<file path="config.mk">
export PLATFORM = sky130hd
export DESIGN_NAME = clk_div_bank_flat
export DESIGN_NICKNAME = d
export VERILOG_FILES = /design/src/rtl/clk_div_pkg.sv /design/src/rtl/clk_div_bank_if.sv /design/src/rtl/clk_div_ch.sv /design/src/rtl/clk_div_bank.sv /design/src/flat_wrapper.sv
export SDC_FILE = /design/constraint.sdc
export NUM_CORES = 1
export LEC_CHECK = 0
export CAP_MARGIN = 15
export CORE_UTILIZATION = 50
export DETAILED_ROUTE_END_ITERATION = 10
export PLACE_DENSITY = 0.64
export SYNTH_ARGS = -nofsm -noshare
export SYNTH_HDL_FRONTEND = slang
export SYNTH_SLANG_ARGS = --single-unit
</file>
<file path="constraint.sdc">
create_clock -name CLOCK -period 3.2 [get_ports CLOCK]
set_input_delay 0.64 -clock CLOCK [delete_from_list [all_inputs] [get_ports CLOCK]]
set_output_delay 0.64 -clock CLOCK [all_outputs]
set_load 0.02 [all_outputs]
</file>
<file path="src/rtl/clk_div_pkg.sv">
// Shared constants for the clock-divider bank.
// Contents:
//   - the two output modes (toggle / pulse);
//   - default counter width and default divisor;
//   - a helper that sizes the channel-select field.
package clk_div_pkg;

  localparam logic MODE_TOGGLE = 1'b0;
  localparam logic MODE_PULSE  = 1'b1;

  localparam int CNT_W_DEFAULT       = 16;
  localparam int DEFAULT_DIV_DEFAULT = 2499;

  // Width of a channel index; one bit minimum so a single-channel bank still has a port.
  function automatic int ch_width(input int n);
    return (n > 1) ? $clog2(n) : 1;
  endfunction

endpackage

</file>
<file path="src/rtl/clk_div_bank_if.sv">
// Configuration bus of the clock-divider bank.
// Signals:
//   - cfg_we    : write strobe;
//   - cfg_ch    : target channel;
//   - cfg_div   : new divisor;
//   - cfg_mode  : new mode;
//   - cfg_ready : target channel can take a write.
// Modports:
//   - master : drives the request;
//   - slave  : the bank, which returns cfg_ready.
interface clk_div_bank_if
  import clk_div_pkg::*;
#(
  parameter int NUM_CH = 4,
  parameter int CNT_W  = CNT_W_DEFAULT
);
  localparam int CH_W = ch_width(NUM_CH);

  logic             cfg_we;
  logic [CH_W-1:0]  cfg_ch;
  logic [CNT_W-1:0] cfg_div;
  logic             cfg_mode;
  logic             cfg_ready;

  modport master (output cfg_we, output cfg_ch, output cfg_div, output cfg_mode, input cfg_ready);
  modport slave  (input cfg_we, input cfg_ch, input cfg_div, input cfg_mode, output cfg_ready);

endinterface

</file>
<file path="src/rtl/clk_div_ch.sv">
// One divider channel: counter, active/pending configuration and output logic.
// Ports:
//   - CLOCK, RESET : clock and synchronous active-high reset;
//   - en           : run enable;
//   - cfg_wr       : decoded write strobe for this channel;
//   - cfg_div      : divisor to stage;
//   - cfg_mode     : mode to stage;
//   - pend         : a staged configuration is waiting for a period boundary;
//   - tick         : registered one-cycle strobe on each wrap;
//   - slowclock    : registered toggle or pulse output.
module clk_div_ch
  import clk_div_pkg::*;
#(
  parameter int CNT_W       = CNT_W_DEFAULT,
  parameter int DEFAULT_DIV = DEFAULT_DIV_DEFAULT
) (
  input  logic             CLOCK,
  input  logic             RESET,
  input  logic             en,
  input  logic             cfg_wr,
  input  logic [CNT_W-1:0] cfg_div,
  input  logic             cfg_mode,
  output logic             pend,
  output logic             tick,
  output logic             slowclock
);

  logic [CNT_W-1:0] count_r;
  logic [CNT_W-1:0] div_act_r;
  logic [CNT_W-1:0] div_pend_r;
  logic             mode_act_r;
  logic             mode_pend_r;
  logic             pend_r;
  logic             tick_r;
  logic             slow_r;
  logic             wrap_s;

  // Period boundary: last count of the active divisor on a running channel.
  always_comb begin
    wrap_s = 1'b0;
    if (en && (count_r == div_act_r)) begin
      wrap_s = 1'b1;
    end else begin
      wrap_s = 1'b0;
    end
  end

  // Counter, outputs and the active/pending configuration swap.
  always_ff @(posedge CLOCK) begin
    if (RESET) begin
      count_r     <= '0;
      div_act_r   <= CNT_W'(DEFAULT_DIV);
      div_pend_r  <= CNT_W'(DEFAULT_DIV);
      mode_act_r  <= MODE_TOGGLE;
      mode_pend_r <= MODE_TOGGLE;
      pend_r      <= 1'b0;
      tick_r      <= 1'b0;
      slow_r      <= 1'b0;
    end else begin
      if (!en) begin
        count_r <= '0;
        tick_r  <= 1'b0;
        slow_r  <= 1'b0;
      end else if (wrap_s) begin
        count_r <= '0;
        tick_r  <= 1'b1;
        // Output follows the mode in force during the period that just ended.
        slow_r  <= (mode_act_r == MODE_TOGGLE) ? ~slow_r : 1'b1;
      end else begin
        count_r <= count_r + CNT_W'(1);
        tick_r  <= 1'b0;
        slow_r  <= (mode_act_r == MODE_TOGGLE) ? slow_r : 1'b0;
      end

      // A stopped channel has no phase to protect, so staged config lands at once.
      if (pend_r && (wrap_s || !en)) begin
        div_act_r  <= div_pend_r;
        mode_act_r <= mode_pend_r;
        pend_r     <= 1'b0;
      end else if (cfg_wr && !pend_r) begin
        div_pend_r  <= cfg_div;
        mode_pend_r <= cfg_mode;
        pend_r      <= 1'b1;
      end else begin
        pend_r <= pend_r;
      end
    end
  end

  assign pend      = pend_r;
  assign tick      = tick_r;
  assign slowclock = slow_r;

endmodule

</file>
<file path="src/rtl/clk_div_bank.sv">
// Bank of independent programmable clock-enable / slow-clock channels.
// Ports:
//   - CLOCK, RESET : clock and synchronous active-high reset;
//   - ch_en        : per-channel run enable;
//   - cfg          : configuration bus (slave side);
//   - tick         : per-channel one-cycle strobe per period;
//   - slowclock    : per-channel divided clock or pulse.
module clk_div_bank
  import clk_div_pkg::*;
#(
  parameter int NUM_CH      = 4,
  parameter int CNT_W       = CNT_W_DEFAULT,
  parameter int DEFAULT_DIV = DEFAULT_DIV_DEFAULT
) (
  input  logic              CLOCK,
  input  logic              RESET,
  input  logic [NUM_CH-1:0] ch_en,
  clk_div_bank_if.slave     cfg,
  output logic [NUM_CH-1:0] tick,
  output logic [NUM_CH-1:0] slowclock
);

  localparam int CH_W = ch_width(NUM_CH);

  logic [NUM_CH-1:0] pend_s;
  logic [NUM_CH-1:0] wr_s;
  logic              ready_s;

  // Ready mux and write decode; an index past the last channel matches nothing.
  always_comb begin
    ready_s = 1'b0;
    wr_s    = '0;
    for (int i = 0; i < NUM_CH; i++) begin
      if (cfg.cfg_ch == CH_W'(i)) begin
        ready_s = ~pend_s[i];
        wr_s[i] = cfg.cfg_we & ~pend_s[i];
      end else begin
        wr_s[i] = 1'b0;
      end
    end
  end

  assign cfg.cfg_ready = ready_s;

  for (genvar g = 0; g < NUM_CH; g++) begin : g_ch
    clk_div_ch #(
      .CNT_W       (CNT_W),
      .DEFAULT_DIV (DEFAULT_DIV)
    ) u_ch (
      .CLOCK     (CLOCK),
      .RESET     (RESET),
      .en        (ch_en[g]),
      .cfg_wr    (wr_s[g]),
      .cfg_div   (cfg.cfg_div),
      .cfg_mode  (cfg.cfg_mode),
      .pend      (pend_s[g]),
      .tick      (tick[g]),
      .slowclock (slowclock[g])
    );
  end

endmodule

</file>
<file path="src/flat_wrapper.sv">
// flat-port wrapper written by rule: the top's interface ports become plain ports
module clk_div_bank_flat import clk_div_pkg::*;
#(
  parameter int NUM_CH      = 4,
  parameter int CNT_W       = CNT_W_DEFAULT,
  parameter int DEFAULT_DIV = DEFAULT_DIV_DEFAULT
)
  (CLOCK, RESET, ch_en, tick, slowclock, cfg_cfg_we, cfg_cfg_ch, cfg_cfg_div, cfg_cfg_mode, cfg_cfg_ready);
  clk_div_bank_if #(.NUM_CH(NUM_CH), .CNT_W(CNT_W)) cfg_i ();
  input  logic CLOCK;
  input  logic RESET;
  input  logic [NUM_CH-1:0] ch_en;
  output logic [NUM_CH-1:0] tick;
  output logic [NUM_CH-1:0] slowclock;
  input wire logic [$bits(cfg_i.cfg_we)-1:0] cfg_cfg_we;
  input wire logic [$bits(cfg_i.cfg_ch)-1:0] cfg_cfg_ch;
  input wire logic [$bits(cfg_i.cfg_div)-1:0] cfg_cfg_div;
  input wire logic [$bits(cfg_i.cfg_mode)-1:0] cfg_cfg_mode;
  output wire logic [$bits(cfg_i.cfg_ready)-1:0] cfg_cfg_ready;
  assign cfg_i.cfg_we = cfg_cfg_we;
  assign cfg_i.cfg_ch = cfg_cfg_ch;
  assign cfg_i.cfg_div = cfg_cfg_div;
  assign cfg_i.cfg_mode = cfg_cfg_mode;
  assign cfg_cfg_ready = cfg_i.cfg_ready;
  clk_div_bank #(.NUM_CH(NUM_CH), .CNT_W(CNT_W), .DEFAULT_DIV(DEFAULT_DIV)) u_core (.CLOCK(CLOCK), .RESET(RESET), .ch_en(ch_en), .cfg(cfg_i), .tick(tick), .slowclock(slowclock));
endmodule
</file>
==> metrics.cfg <==
[sta]
slew_violations = 0
hold_violations = 0
relSlewSlack = 0.472
setup_viol_count_final = 0
finalClockSkew_ns = 0.0188
fin_crit_sh = 0.960
rsz0062_at_grt = false
layout_min_cycle_time_ns = 3.07
max_freq_mhz = 325
worst_slew_pin_slew_ns = 0.790
finalSetupTns_ns = 0

[routing]
route.vias.total = 6213
vias_per_cell = 5.15
first_pass_iters = 5
wl_per_cell_um = 14.9
post-route-drc-count = 0
wl_um = 18000
drtAntennaViolNets = 0
drt_iter0_markers = 366

[critical_path]
path_cells = clkdlybuf4s50_1, nor2b_1, o21ai_0, o21ai_0, clkdlybuf4s50_1
cpPeakStageDelay_ns = 0.68
path_max_fanout = 8
cp_data_arrival_time_ns = 2.43
required_ns = 2.56
reg2regPathDepth = 5
reg2reg_slack_ns = 0.93
timing.rr.start = u_core.g_ch[2].u_ch.div_act_r[12]
start_kind = input pin
crit_type = input pin to output pin
cp_slowest_cell = clkdlybuf4s50_1
r2r_end = u_core.g_ch[2].u_ch.div_act_r[14]
crit_path_end_kind = output pin

[clock_network]
clk_pin_slew_ns = 0.06
cts_tree = yes
cts-htree-levels = 1
clock_latency_ns = 0.51
cts.sinks = 212
cts_max_path_buffers = 3
cts_made_buffers = 23
ctsResizeCount = 0
cts.root.buffer_cell = clkbuf_16
post_cts_buffers = 0
holdBufCountCts = 0

[synthesis]
ys.flop_type = dfxtp_1
synthArstFlopShare = 0
synth_edf_count = 0
synthCells = 942
yosys_register_bits = 212
synthTopCellsByArea = dfxtp_1 48%, xor2_1 8.9%, nand2_1 7.0%, o2bb2ai_2 5.1%, nor2_1 3.5%
yosys_warnings = 0
yosysSeqAreaShare = 0.483
synth_top_area_frac = 0.483
syn_area_per_cell_um2 = 9.33
yosysUniqueCellTypes = 37
syn_nets = 972
syn_area_um2 = 8790
synth_area_leader_cell = dfxtp_1

[global_route]
grt_pass1_wl_um = 29800
antenna_found_initial = 0
grt_pass1_vias = 6007
grt_usage = 0.205
grt-ovfl-total = 0
grt_max_degree = 38

[placement]
dp_hpwl_um = 12400
finalWeightedCongestion = 0.762
numPortBuffers = 34
dp.cells = 1167

[power_and_ir_drop]
p_leak_nw = 3.73
p_sw_w = 0.00124
swShare = 0.211
power.internal_w = 0.00461
pwr_density_cell_nw_per_um2 = 581
comb_power_share = 0.041
clockPowerShare = 0.493
seqPwrFrac = 0.465
vdd_drop_max_v = 0.000433

[cells_and_area]
n_antenna_cell = 0
drive_above_1_share = 0.0978
fin_cells = 1207
nets = 997
syn2layout_area_growth_pct = 14.6

[min_path]
hold_path_class = flip-flop to flip-flop
hold_depth = 2
hold_end = u_core.g_ch[2].u_ch.div_pend_r[13]
holdCritStartpoint = u_core.g_ch[2].u_ch.div_pend_r[13]

[floorplanning]
dieArea_um2 = 18100
io_pins = 35
die_h_um = 135
core_area_um2 = 17200
die_w_um = 135
initial_core_util = 0.510
rows = 48

[flow_run]
cap_violations = 0

[run_status]
outcome = complete, no violations

[worst max path at each step]
stage                        startpoint       endpoint  slack, ns  depth (start not counted)
after floorplan           cfg_cfg_ch[0]  cfg_cfg_ready       1.17                          3
after global placement    cfg_cfg_ch[0]  cfg_cfg_ready       0.18                          5
after detailed placement  cfg_cfg_ch[0]  cfg_cfg_ready       0.15                          5
after CTS                 cfg_cfg_ch[0]  cfg_cfg_ready       0.13                          5
after global routing      cfg_cfg_ch[0]  cfg_cfg_ready       0.09                          5
final                     cfg_cfg_ch[0]  cfg_cfg_ready       0.13                          5
[metal layers]
metal	up-vias	global-route usage	part of all wire
li1	3187	-	-
met1	2892	0.278	0.47
met2	100	0.339	0.46
met3	34	0.0349	0.055
met4	0	0.0518	0.020
met5	-	0	0
[placed cells by master (no fill, tap or decap), drive strengths merged]
cell type,synthesis,final
a211o,4,4
a211oi,4,4
a21oi,52,52
and2,1,1
and3,14,14
and4,4,4
buf,21,9
bufinv,0,4
clkbuf,21,34
clkdlybuf4s50,0,33
clkinv,0,1
dfxtp,212,212
ha,4,4
inv,54,55
nand2,163,163
nand2b,5,5
nand3,31,31
nand3b,25,25
nand4,10,10
nor2,83,83
nor2b,5,5
nor3,11,11
nor3b,1,1
nor4,19,19
o21ai,3,3
o22a,24,24
o2bb2ai,44,44
or3,2,2
or4b,1,1
xnor2,34,34
xor2,90,90
[state kept, by name, indices dropped and copies added (netlist names)]
register / flops
u_core.g_ch.u_ch.pend: 4
u_core.g_ch.u_ch.div_act_r: 64
u_core.g_ch.u_ch.mode_act_r: 4
u_core.g_ch.u_ch.tick: 4
u_core.g_ch.u_ch.mode_pend_r: 4
u_core.g_ch.u_ch.slowclock: 4
u_core.g_ch.u_ch.div_pend_r: 64
u_core.g_ch.u_ch.count_r: 64
[cell families (layout without fill, tap and decap cells)]
kind of cell,Yosys count,after routing,share of synthesized area
simple gates,375,375,0.202
flops,212,212,0.483
compound gates,131,131,0.134
xor+xnor,124,124,0.124
buf+inv,96,136,0.0503
fa+ha+maj,4,4,0.00570
[cells in the mapped netlist, types with 5 or more instances]
library cell,count
nand2b_1,5
nand4_1,6
nand3_1,31
o22a_1,24
buf_2,5
nand3b_1,25
nand2_1,163
nor4_1,16
nor2b_1,5
inv_1,54
xnor2_1,34
xor2_1,89
a21oi_1,48
dfxtp_1,212
o2bb2ai_2,30
o2bb2ai_1,14
buf_4,12
nor2_1,83
and3_1,12
clkbuf_1,21
nor3_1,11
[power groups by stage]
stage,clock [W],combinational [W],sequential [W]
final,0.00289,0.000241,0.00272
after floorplan,0,0.000155,0.00277
after detailed placement,0,0.000241,0.00278
after global placement,0,0.000238,0.00278
after global routing,0.00305,0.000268,0.00273
after CTS,0.00295,0.000242,0.00272
[metrics by stage]
stage | utilization | power, W | hold WS (ns) | setup WS (ns) | area [µm²]
2_1_floorplan | - | 0.00292 | 0.429 | 1.17 | 8790
3_3_place_gp | 0.535 | 0.00302 | 0.442 | 0.182 | 9220
3_5_place_dp | 0.535 | 0.00302 | 0.446 | 0.151 | 9220
4_1_cts | 0.584 | 0.00591 | 0.456 | 0.135 | 10100
5_1_grt | 0.584 | 0.00604 | 0.471 | 0.0929 | 10100
6_report | 0.584 | 0.00585 | 0.453 | 0.127 | 10100
[worst max-delay path, delay by kind of cell]
kind                   cells  cell delay, ns
buffers and inverters      2            1.27
AOI/OAI and AO/OA          2            0.27
and+or+nand+nor            1            0.24
[final cells by class]
cell class	count	area, µm²
Clock buffer	34	707
Tap cell	225	282
Timing Repair Buffer	42	395
Multi-Input combinational cell	634	4100
Sequential cell	212	4240
Inverter	54	203
Fill cell	1555	7170
Clock inverter	6	134
Power figures use the tool's default switching activity.
